===== config.mk =====
export PLATFORM = sky130hd
export DESIGN_NAME = prince_sbox_layer_seq
export DESIGN_NICKNAME = d
export VERILOG_FILES = /design/src/rtl/prince_cms_pkg.sv /design/src/rtl/sbox_token_tracker.sv /design/src/rtl/prince_sbox_layer_seq.sv
export SDC_FILE = /design/constraint.sdc
export NUM_CORES = 1
export LEC_CHECK = 0
export CORE_ASPECT_RATIO = 1.75
export CORE_MARGIN = 2
export CORE_UTILIZATION = 25
export DETAILED_ROUTE_END_ITERATION = 8
export PLACE_DENSITY_LB_ADDON = 0.2
export SLEW_MARGIN = 20
export SYNTH_ARGS = -nofsm -noshare
export SYNTH_HDL_FRONTEND = slang
export SYNTH_HIERARCHICAL = 1
export SYNTH_SLANG_ARGS = --single-unit
export TNS_END_PERCENT = 20

===== constraint.sdc =====
create_clock -name i_clk -period 2.8 [get_ports i_clk]
set_clock_uncertainty 0.1 [all_clocks]
set_input_delay 0.84 -clock i_clk [delete_from_list [all_inputs] [get_ports i_clk]]
set_output_delay 0.84 -clock i_clk [all_outputs]
set_load 0.05 [all_outputs]

===== src/rtl/prince_cms_pkg.sv =====
// Shared types for the masked PRINCE S-box layer sequencer.
// Share s of a state occupies bits [s*4*NNIB +: 4*NNIB].
package prince_cms_pkg;

    localparam int NSHARES = 3;
    localparam int NNIB    = 16;

    typedef logic [3:0] nib_t;
    typedef nib_t [NSHARES-1:0] shnib_t;
    typedef logic [NSHARES-1:0][4*NNIB-1:0] shstate_t;

    typedef enum logic [1:0] {
        IDLE,
        FEED,
        DRAIN,
        DONE
    } seq_st_e;

endpackage


===== src/rtl/sbox_token_tracker.sv =====
// Follows issued nibbles through the S-box core latency and
// produces the in-place write-back strobe and target index.
module sbox_token_tracker #(
    parameter int NNIB     = 16,
    parameter int PIPE_LAT = 2,
    parameter int CW       = 4
) (
    input  logic          i_clk,
    input  logic          i_rst_n,
    input  logic          i_clr,
    input  logic          i_adv,
    input  logic          i_tok,
    output logic          o_wb_en,
    output logic [CW-1:0] o_wb_idx,
    output logic          o_wb_last
);

    logic [PIPE_LAT-1:0] r_pipe;
    logic [CW-1:0]       r_wb_idx;
    logic                w_tok_out;
    logic                w_idx_last;

    assign w_tok_out  = r_pipe[PIPE_LAT-1];
    assign w_idx_last = (r_wb_idx == CW'(NNIB - 1));

    always_ff @(posedge i_clk or negedge i_rst_n) begin
        if (!i_rst_n) begin
            r_pipe   <= '0;
            r_wb_idx <= '0;
        end else if (i_clr) begin
            r_pipe   <= '0;
            r_wb_idx <= '0;
        end else if (i_adv) begin
            r_pipe[0] <= i_tok;
            for (int i = 1; i < PIPE_LAT; i++) begin
                r_pipe[i] <= r_pipe[i-1];
            end
            if (w_tok_out) begin
                r_wb_idx <= w_idx_last ? '0 : r_wb_idx + CW'(1);
            end
        end
    end

    assign o_wb_en   = i_adv & w_tok_out;
    assign o_wb_idx  = r_wb_idx;
    assign o_wb_last = o_wb_en & w_idx_last;

endmodule


===== src/rtl/prince_sbox_layer_seq.sv =====
// Serialises a shared 64-bit state through an external shared PRINCE
// S-box core one nibble per advance, writing results back in place.
module prince_sbox_layer_seq #(
    parameter int NSHARES  = 3,
    parameter int NNIB     = 16,
    parameter int PIPE_LAT = 2
) (
    input  logic                      i_clk,
    input  logic                      i_rst_n,
    input  logic                      i_start,
    input  logic [NSHARES*4*NNIB-1:0] i_state,
    output logic                      o_busy,
    output logic                      o_done,
    output logic [NSHARES*4*NNIB-1:0] o_state,
    output logic [NSHARES*4-1:0]      o_sb_in,
    output logic                      o_sb_en,
    input  logic [NSHARES*4-1:0]      i_sb_out,
    input  logic                      i_rnd_valid,
    output logic                      o_rnd_ready
);
    import prince_cms_pkg::*;

    localparam int SW = 4 * NNIB;
    localparam int CW = (NNIB > 1) ? $clog2(NNIB) : 1;

    seq_st_e                    r_st;
    logic [NSHARES-1:0][SW-1:0] r_state;
    logic [CW-1:0]              r_issue;
    logic                       r_busy;
    logic                       r_done;

    logic                       w_feed;
    logic                       w_adv;
    logic                       w_load;
    logic                       w_issue_last;
    logic                       w_wb_en;
    logic                       w_wb_last;
    logic [CW-1:0]              w_wb_idx;
    nib_t [NSHARES-1:0]         w_sb_in;
    nib_t [NSHARES-1:0]         w_sb_out;

    assign w_feed       = (r_st == FEED);
    assign w_adv        = (w_feed || r_st == DRAIN) && i_rnd_valid;
    assign w_load       = (r_st == IDLE) && i_start;
    assign w_issue_last = (r_issue == CW'(NNIB - 1));
    assign w_sb_out     = i_sb_out;

    sbox_token_tracker #(
        .NNIB     (NNIB),
        .PIPE_LAT (PIPE_LAT),
        .CW       (CW)
    ) u_trk (
        .i_clk     (i_clk),
        .i_rst_n   (i_rst_n),
        .i_clr     (w_load),
        .i_adv     (w_adv),
        .i_tok     (w_feed),
        .o_wb_en   (w_wb_en),
        .o_wb_idx  (w_wb_idx),
        .o_wb_last (w_wb_last)
    );

    // Outside FEED the core sees zero so no two shares ever meet.
    always_comb begin
        w_sb_in = '0;
        if (w_feed) begin
            for (int s = 0; s < NSHARES; s++) begin
                w_sb_in[s] = r_state[s][{r_issue, 2'b00} +: 4];
            end
        end
    end

    always_ff @(posedge i_clk or negedge i_rst_n) begin
        if (!i_rst_n) begin
            r_st    <= IDLE;
            r_state <= '0;
            r_issue <= '0;
            r_busy  <= 1'b0;
            r_done  <= 1'b0;
        end else begin
            r_done <= 1'b0;
            unique case (r_st)
                IDLE: begin
                    if (i_start) begin
                        r_st    <= FEED;
                        r_busy  <= 1'b1;
                        r_issue <= '0;
                    end
                end
                FEED: begin
                    if (w_adv) begin
                        r_issue <= w_issue_last ? '0 : r_issue + CW'(1);
                        if (w_issue_last) begin
                            r_st <= DRAIN;
                        end
                    end
                end
                DRAIN: begin
                    if (w_wb_last) begin
                        r_st   <= DONE;
                        r_done <= 1'b1;
                    end
                end
                DONE: begin
                    r_st   <= IDLE;
                    r_busy <= 1'b0;
                end
                default: begin
                    r_st <= IDLE;
                end
            endcase
            if (w_load) begin
                r_state <= i_state;
            end else if (w_wb_en) begin
                for (int s = 0; s < NSHARES; s++) begin
                    r_state[s][{w_wb_idx, 2'b00} +: 4] <= w_sb_out[s];
                end
            end
        end
    end

    assign o_busy      = r_busy;
    assign o_done      = r_done;
    assign o_state     = r_state;
    assign o_sb_in     = w_sb_in;
    assign o_sb_en     = w_adv;
    assign o_rnd_ready = w_adv;

endmodule


==> results by group <==
Clock tree
  – Clock root buffer: clkbuf_16
  – Total number of H-tree levels: 1
  – Inserted Clock Buffers: 24
  – Insertion delay to the later sink of the worst-skew pair: 560 ps
  – CTS tree: built
  – CTS clk-pin slew, worst paths: 60 ps
  – Hold Buf Count CTS: 0
  – Deepest clock path buffer count: 3
  – Clock sink count: 206

Drt
  – Initial DRT Pass Iterations: 7
  – DR WL/cell: about 27 microns
  – Antenna Nets Post-Route: 0
  – Via count: 11300
  – Vias per inst: 5.34
  – Drt total wl: slightly below 60000 microns
  – DR DRC count: 0
  – Iter 0 DRT Violations: 881

Timing
  – Max Transition Viols Final: 0
  – Fmax: about 0.3 GHz
  – Final setup vio count: 12
  – Final period util: 1.16
  – Fin worst setup slack: -437 ps
  – Relative slew slack: 0.551
  – RSZ-0062 raised after global routing: yes
  – Worst hold slack: 131 ps
  – Min Clock Period, post-route: 3240 ps
  – Slew @ Worst Pin: 673 ps
  – Final hold viol count: 0

Synthesis
  – Count leader, synth: dfrtp_1
  – Synth Area in XOR/XNOR: 0.00309
  – Main combinational cell family by area after synthesis: compound AO/OA/AOI/OAI gates
  – Synth top cells by count: dfrtp_1 (206), mux2i_1 (100), a221o_1 (96)
  – Top cells by area, synth: dfrtp_1 (45%), mux2i_1 (8.8%), a221o_1 (8.5%)
  – Ys async rst share: 1.00
  – Mapped Cells: 1077
  – Dominant cell type by area after synthesis: dfrtp_1
  – Post-synthesis register bit count: 206
  – Top-area cell type share of the netlist area: 0.455
  – Post-synth EDFFs: 0
  – Post-synth cell types: just under 60
  – Syn nets: 1294
  – Yosys Warn Count: 6
  – Synthesized area per cell: 10.5 sq um
  – Adder-cell share of the synthesized area: 0.00993
  – Seq/Total Area, Yosys: 0.455
  – Most used flip-flop cell after synthesis: dfrtp_1
  – Mapped cell area: 11300 sq um
  – Mux cell area share after synthesis: 0.163
  – Post-synthesis compound-gate area fraction: 0.184
  – Post-synthesis simple-gate area fraction: 0.132

GRT
  – Largest net degree at the start of global routing: 115
  – Vias in the first global route: 11900
  – Total track usage: 0.242
  – First-pass GRT wire length: about 83000 microns
  – Initial antenna violation count: 12
  – Overflow after GRT: 0

Worst setup path
  – Critical path endpoint category: primary output
  – Slowest CP cell: dfrtp_4
  – CP max FO: 13
  – Worst EP required: 1860 ps
  – Cells on worst reg2reg path: 11
  – CP startpoint kind: register
  – Crit Path Category: reg2out
  – CP max stage delay: approximately 550 ps
  – Worst path cell trace: buf_12 > buf_4 > mux4_2 > a22oi_1 > nand2_1 > buf_6
  – Critical Path AT: 2300 ps

Final layout
  – Synth-to-layout area growth: 60.9%
  – Final net count: between 1500 and 2000
  – Fillers: 4434
  – Share of cells above drive strength 1: 0.176

Floorplanning
  – Starting Density: 0.252
  – # IOs: about 420
  – Die area: 47100 sq um
  – # rows: 103
  – Core box area: ~45000 sq um
  – DIE WIDTH: 165 microns
  – Die H: 286 microns

Power
  – Total power: 23.9 mW
  – Worst vdd ir: 0.959 mV
  – Static Leak: around 7.6 nW
  – Pwr dens: approximately 1300 nW/um^2

Min path
  – Worst Hold Class: in2async

Placed design
  – DP HPWL: 43900 microns
  – # port buffers: 415
  – Placer congestion estimate: 0.872

Run
  – Max-cap violations: 0

Run status
  – Failing checks: setup timing
  – Status: complete, but fails checks
-- power breakdown --
group	total, mW	switching [mW]	internal [mW]
registers	5.78	1.41	4.38
logic	14.9	9.35	5.59
clock network	3.20	1.40	1.80
-- logic make-up after synthesis --
group	Yosys count
XOR/XNOR	4
AO/OA/AOI/OAI	275
flip-flops	206
AND/OR/NAND/NOR	300
adder cells (fa/ha/maj)	9
multiplexers	139
buffers and inverters	144
-- final cells by class --
cell class	count	area, sq um	share of cell area
inverter	33	136	0.00747
tap	577	722	0.0396
timing repair buffer	534	5640	0.309
sequential	206	5160	0.283
antenna	6	15.0	0.000823
clock buffer	35	692	0.0379
clock inverter	7	73.8	0.00405
multi-input combinational	727	5810	0.318
-- routing by layer --
layer	GRT usage	wire [microns]	up-vias
met5	0	86	-
met2	0.421	29900	506
li1	-	-	5003
met4	0.112	2900	12
met3	0.0457	3930	127
met1	0.284	21600	5696
-- cells in the final DEF, fill, tap and decap left out, types with 5 or more instances in the layout --
master	instances
clkdlybuf4s50_1	376
dfrtp_1	204
mux2i_1	98
a221o_1	96
buf_4	79
a21oi_1	69
nand2_1	67
nor2_1	63
and3_1	55
nor3_1	48
buf_12	40
mux4_2	36
inv_1	28
o21ai_1	27
clkbuf_16	26
nand3_1	18
buf_6	17
o2bb2ai_1	12
o221ai_1	12
a221oi_2	9
nor4_1	9
a22oi_1	8
dlygate4sd2_1	8
dlymetal6s2s_1	8
o21ai_2	7
ha_1	7
diode_2	6
nand2b_1	6
clkbuf_1	6
a21oi_2	5
o21ai_0	5
clkbuf_8	5
-- through the flow --
stage | setup slack [ps] | std cells | TNS, ps | utilization | area [sq um]
3_3_place_gp | -276 | 2063 | -24890 | 0.379 | 17100
3_5_place_dp | -305 | 2063 | -26400 | 0.379 | 17100
4_1_cts | -463 | 2112 | -5220 | 0.400 | 18000
2_1_floorplan | -78.0 | 1077 | -849 | - | 11400
6_report | -437 | 2125 | -4910 | 0.406 | 18200
5_1_grt | -491 | 2125 | -5630 | 0.406 | 18200
-- path summary, 6_finish.rpt --
kind / start / end / slack, ps
max: r_issue[1] / o_sb_in[6] / -440
min: i_rst_n / o_state[57] / 130
max reg2reg: r_st[0] / o_state[25] / 250
min reg2reg: u_trk/r_pipe[0] / u_trk/r_pipe[0] / 430
max in group asynchronous: i_rst_n / o_state[187] / 1770
min in group i_clk: u_trk/r_pipe[0] / u_trk/r_pipe[0] / 430
-- critical path, delay by kind of cell, from the launching register on --
kind	cells	cell delay [ps]
DFF	1	550
buffers and inverters	3	530
muxes	1	340
AOI/OAI and AO/OA	1	210
and+or+nand+nor	1	110
-- state kept, by name, summed over array words and instances (netlist names) --
register        flops
r_st                2
u_trk/o_wb_idx      4
r_issue             4
u_trk/r_pipe        2
o_busy              1
o_done              1
o_state           192
-- timing repair --
item / 4_1_cts / 5_1_grt
gates resized for setup: 43 / 34
buffers inserted: 6 / 5
setup endpoints to repair: 22 / 22
cloned: 1 / 2
pin swaps: 2 / 9
(Power assumes the default switching activity.)
